File: src/rtl/pe_triple_feeder.sv
// Packs a stream of sparse entries into address/weight/activation triples for the PE reducer.
// Optional build macro PE_FEEDER_ZERO_SKIP_EN drops zero-product entries instead of issuing them.
module pe_triple_feeder #(
    parameter int unsigned ADDR_W = 7,
    parameter int unsigned DATA_W = 16,
    parameter int unsigned CNT_W  = 16
) (
    input  logic                    i_clk,
    input  logic                    i_rst_n,
    input  logic                    i_start,
    input  logic                    i_valid,
    output logic                    o_ready,
    input  logic [3*ADDR_W-1:0]     i_addr,
    input  logic [DATA_W-1:0]       i_w,
    input  logic [DATA_W-1:0]       i_ia,
    input  logic                    i_last,
    output logic                    o_pe_start,
    output logic [3*3*ADDR_W-1:0]   o_addr,
    output logic [3*DATA_W-1:0]     o_w,
    output logic [3*DATA_W-1:0]     o_ia,
    input  logic                    i_pe_finish,
    output logic                    o_busy,
    output logic                    o_done,
    output logic [CNT_W-1:0]        o_count
);

    localparam int unsigned AW3 = 3 * ADDR_W;

    typedef enum logic [2:0] {S_IDLE, S_FILL, S_START, S_WAIT, S_DONE} state_e;

    state_e             state_q;
    logic [1:0]         k_q;
    logic               last_q;
    logic [CNT_W-1:0]   count_q;
    logic [AW3-1:0]     addr_q [3];
    logic [DATA_W-1:0]  w_q    [3];
    logic [DATA_W-1:0]  ia_q   [3];

    logic xfer;
    logic skip;

    assign xfer = i_valid && (state_q == S_FILL);

`ifdef PE_FEEDER_ZERO_SKIP_EN
    assign skip = (i_w == '0) || (i_ia == '0);
`else
    assign skip = 1'b0;
`endif

    always_ff @(posedge i_clk or negedge i_rst_n) begin
        if (!i_rst_n) begin
            state_q <= S_IDLE;
            k_q     <= 2'd0;
            last_q  <= 1'b0;
            count_q <= '0;
            for (int j = 0; j < 3; j++) begin
                addr_q[j] <= '0;
                w_q[j]    <= '0;
                ia_q[j]   <= '0;
            end
        end else begin
            unique case (state_q)
                S_IDLE: begin
                    if (i_start) begin
                        state_q <= S_FILL;
                        k_q     <= 2'd0;
                        count_q <= '0;
                        last_q  <= 1'b0;
                    end
                end
                S_FILL: begin
                    if (xfer && !skip) begin
                        // Slots past a tail entry repeat its address with a zero product so the
                        // reducer merges them into the last real address.
                        for (int j = 0; j < 3; j++) begin
                            if (2'(j) == k_q) begin
                                addr_q[j] <= i_addr;
                                w_q[j]    <= i_w;
                                ia_q[j]   <= i_ia;
                            end else if ((2'(j) > k_q) && i_last) begin
                                addr_q[j] <= i_addr;
                                w_q[j]    <= '0;
                                ia_q[j]   <= '0;
                            end
                        end
                        k_q <= k_q + 2'd1;
                        if (i_last || (k_q == 2'd2)) begin
                            state_q <= S_START;
                            last_q  <= i_last;
                        end
                    end
`ifdef PE_FEEDER_ZERO_SKIP_EN
                    else if (xfer && i_last) begin
                        last_q <= 1'b1;
                        if (k_q != 2'd0) begin
                            for (int j = 0; j < 3; j++) begin
                                if (2'(j) >= k_q) begin
                                    addr_q[j] <= addr_q[k_q - 2'd1];
                                    w_q[j]    <= '0;
                                    ia_q[j]   <= '0;
                                end
                            end
                            state_q <= S_START;
                        end else begin
                            state_q <= S_DONE;
                        end
                    end
`endif
                end
                S_START: state_q <= S_WAIT;
                S_WAIT: begin
                    if (i_pe_finish) begin
                        if (count_q != '1) count_q <= count_q + 1'b1;
                        k_q     <= 2'd0;
                        state_q <= last_q ? S_DONE : S_FILL;
                    end
                end
                S_DONE:  state_q <= S_IDLE;
                default: state_q <= S_IDLE;
            endcase
        end
    end

    assign o_ready    = (state_q == S_FILL);
    assign o_pe_start = (state_q == S_START);
    assign o_done     = (state_q == S_DONE);
    assign o_busy     = (state_q != S_IDLE);
    assign o_count    = count_q;
    assign o_addr     = {addr_q[2], addr_q[1], addr_q[0]};
    assign o_w        = {w_q[2], w_q[1], w_q[0]};
    assign o_ia       = {ia_q[2], ia_q[1], ia_q[0]};

endmodule

File: config.mk
export PLATFORM = sky130hd
export DESIGN_NAME = pe_triple_feeder
export DESIGN_NICKNAME = d
export VERILOG_FILES = /design/src/rtl/pe_triple_feeder.sv
export SDC_FILE = /design/constraint.sdc
export NUM_CORES = 1
export LEC_CHECK = 0
export ABC_AREA = 1
export ABC_CLOCK_PERIOD_IN_PS = 2300
export CAP_MARGIN = 20
export CORE_MARGIN = 5
export CORE_UTILIZATION = 50
export DETAILED_ROUTE_END_ITERATION = 6
export HOLD_SLACK_MARGIN = 0.15
export MAX_ROUTING_LAYER = met4
export PLACE_DENSITY = 0.88
export SYNTH_ARGS = -nofsm -noshare
export SYNTH_HDL_FRONTEND = slang
export SYNTH_SLANG_ARGS = --single-unit
export TNS_END_PERCENT = 5
File: constraint.sdc
create_clock -name i_clk -period 2.3 [get_ports i_clk]
set_clock_uncertainty 0.05 [all_clocks]
set_input_delay 0.23 -clock i_clk [delete_from_list [all_inputs] [get_ports i_clk]]
set_output_delay 0.23 -clock i_clk [all_outputs]
set_load 0.02 [all_outputs]
==> impl_metrics.csv, run 1 <==
group,metric,value,unit
routing,wl_per_cell,17.0,µm
die,die_y,132,µm
grt,grt-ovfl-total,0,
synth,yosysWarningCount,0,
timing,post-route-period-util,94.9,%
timing,setup_viol,0,
critical_path,cp_top_family,"buffers and inverters",
routing,via_per_inst,5.33,
grt,grt_usage,24.4,%
pwr,fin_total_pwr,15300,µW
place,place.gp.congestion,0.870,
critical_path,path_buf_inv,1,
routing,drt_iter0_drc,533,
timing,final.min_clock_period,2.18,ns
timing,max_slew.worst_pin.slew,0.668,ns
synth,ys_types,35,
die,rows,44,
cells_and_area,fin_nets,1093,
flow_run,maxCapViolCount,0,
critical_path,cp.arrival,1.90,ns
cts,cts_root_buf,"clkbuf_16",
synth,ys_seq_area_share,60.6,%
timing,max_slew_margin,55.5,%
routing,route.vias.total,6544,
place,placed_area,0.0100,mm²
cells_and_area,fin_area,0.0106,mm²
cells_and_area,filler_cell_count,1027,
pwr,power.leakage,0.00495,µW
timing,tns,0,ns
cells_and_area,syn_to_final_growth,42.3,%
synth,synth_edf_count,0,
routing,wirelength,20800,µm
routing,ant_nets,0,
routing,drc,0,
synth,netlist_area,0.00747,mm²
die,die_area,0.0175,mm²
critical_path,r2r_slack,0.44,ns
critical_path,crit_chain,"nand2_1, nor2_2, clkdlybuf4s50_1",
grt,antenna_found_initial,0,
cts,postCtsSetupRepairBufs,0,
die,initial_core_util,51.2,%
place,port_buffers,237,
timing,fmax,458,MHz
cells_and_area,drive_gt1_share,7.86,%
routing,firstDrtPassIters,5,
cts,cts_sinks,181,
critical_path,path_max_fanout,7,
critical_path,max_stage_delay,0.65,ns
cts,cts_tree,"done",
critical_path,cp_slowest_cell,"clkdlybuf4s50_1",
cts,clk_pin_slew,0.06,ns
critical_path,worst_setup_path_start_kind,"flop",
grt,grt_max_degree,70,
synth,ys.flop_type,"dfrtp_1",
die,die_w,132,µm
grt,grt_pass1_vias,6418,
cells_and_area,final_core_util,72.8,%
pwr,ir_drop,0.814,mV
cts,worstSkewPairLatency,0.42,ns
synth,synth.avg_cell_area,9.39,µm²
synth,async_flop_share,100,%
outcome,status,"finished, final reports clean",
synth,ys_seq_elements,181,
die,core_area,0.0146,mm²
timing,hold_viol_final,0,
cts,cts_htree_levels,4,
place,placed_cells,1194,
min_path,hold_path_class,"input pin to async pin",
critical_path,cp.required,2.02,ns
cts,clockBufferDepth,2,
timing,slew_violations,0,
cts,cts_buffers,17,
pwr,power_density,1440,mW/mm²
cells_and_area,instances_no_fill,1227,
synth,syn-num-nets,858,
die,pin_count,238,
place,hpwl,15000,µm
critical_path,critPathKind,"flop to primary output",
cells_and_area,diodes,0,
critical_path,crit_path_end_kind,"primary output",
synth,syn_inst,795,
grt,grt_pass1_wl,33500,µm
-- Yosys cell counts (all sizes together), types with 2 or more instances --
library cell    n  area [µm²]
nand2         247         960
clkbuf         18        68.8
xor2            2        17.5
buf            21         160
a31oi           4        25.0
nor3            2        10.0
o31ai          31         233
o21ai         135         736
nand3          20         118
nor2           33         153
nand4           4        25.0
a21oi           8        43.8
inv            80         300
ha              4        50.1
dfrtp         181        4530
-- layout make-up --
| cell class | instances | area (µm²) | share of cell area [%] |
|---|---|---|---|
| tap | 184 | 230 | 2.17 |
| clock buffer | 21 | 460 | 4.33 |
| sequential | 181 | 4530 | 42.6 |
| timing repair buffer | 255 | 2540 | 23.9 |
| inverter | 80 | 300 | 2.83 |
| multi-input combinational | 495 | 2420 | 22.8 |
| clock inverter | 11 | 149 | 1.40 |
-- final timing paths --
path,start,cells past startpoint,to
min in group i_clk,i_addr[6],3,o_addr[27]
setup reg to reg,o_count[0],9,o_count[8]
setup / recovery,state_q[0],3,o_ready
hold / removal,i_rst_n,2,o_ia[15]
max in group asynchronous,i_rst_n,3,o_ia[38]
hold reg to reg,o_addr[31],2,o_addr[31]
-- cells by family after synthesis --
kind of cell,after synthesis,synth area share [%]
compound gates,179,14.0
xor+xnor,2,0.235
flops,181,60.6
buf+inv,119,7.09
mux,1,0.151
fa+ha+maj,4,0.670
simple gates,309,17.2
-- state kept, by name, summed over array words and instances (netlist names) --
register,cells
k_q,2
last_q,1
o_addr,63
o_count,16
o_ia,48
o_w,48
state_q,3
-- timing repair --
item / CTS / global route
setup endpoints to repair: 0 / 1
endpoints found under the hold margin: 63 / 0
gates resized for setup: 0 / 2
hold buffers: 1 / 0
-- report_power, final --
part	leakage (µW)	internal (µW)	switching (µW)
sequential	0.00235	4470	760
combinational	0.00230	3050	4030
clock	0.000295	1780	1200
-- metrics by stage --
step                hold slack [ns]  setup slack, ns
floorplan                    -0.116            0.550
CTS                           0.341           0.0429
finish                        0.340            0.118
global route                  0.361         -0.00270
global placement              0.235            0.394
detailed placement            0.238            0.325
-- routing by layer --
layer / up-vias / routed length, µm / GRT usage (%)
met2: 287 / 10300 / 39.0
met5: - / 0 / -
met1: 3157 / 8310 / 30.1
li1: 3043 / - / -
met3: 57 / 1360 / 5.00
met4: 0 / 824 / 10.9
-- cells in the final DEF (no fill, tap or decap), drive strengths merged --
master,synthesis,final
nor3,2,2
o21bai,1,1
nor3b,1,1
xor2,2,2
o31ai,31,31
a21oi,8,8
clkbuf,18,21
dfrtp,181,181
o21ai,135,135
nand3b,1,1
clkdlybuf4s50,0,235
buf,21,18
nor4,1,1
inv,80,82
clkinvlp,0,2
mux2,1,1
clkinv,0,4
nor2,33,33
ha,4,4
a31oi,4,4
dlygate4sd3,0,1
nand2,247,247
bufinv,0,3
nand4,4,4
nand3,20,20
dlymetal6s2s,0,1
Power figures use the tool's default switching activity.
==> run 2, diff against run 1 <==
--- a/config.mk
+++ b/config.mk
@@ -10,6 +10,7 @@
 export CAP_MARGIN = 20
 export CORE_MARGIN = 5
 export CORE_UTILIZATION = 50
+export CTS_CLUSTER_SIZE = 12
 export DETAILED_ROUTE_END_ITERATION = 6
 export HOLD_SLACK_MARGIN = 0.15
 export MAX_ROUTING_LAYER = met4
==> results of run 2 <==
The final DEF is identical to that of run 1; final timing and power are the same.
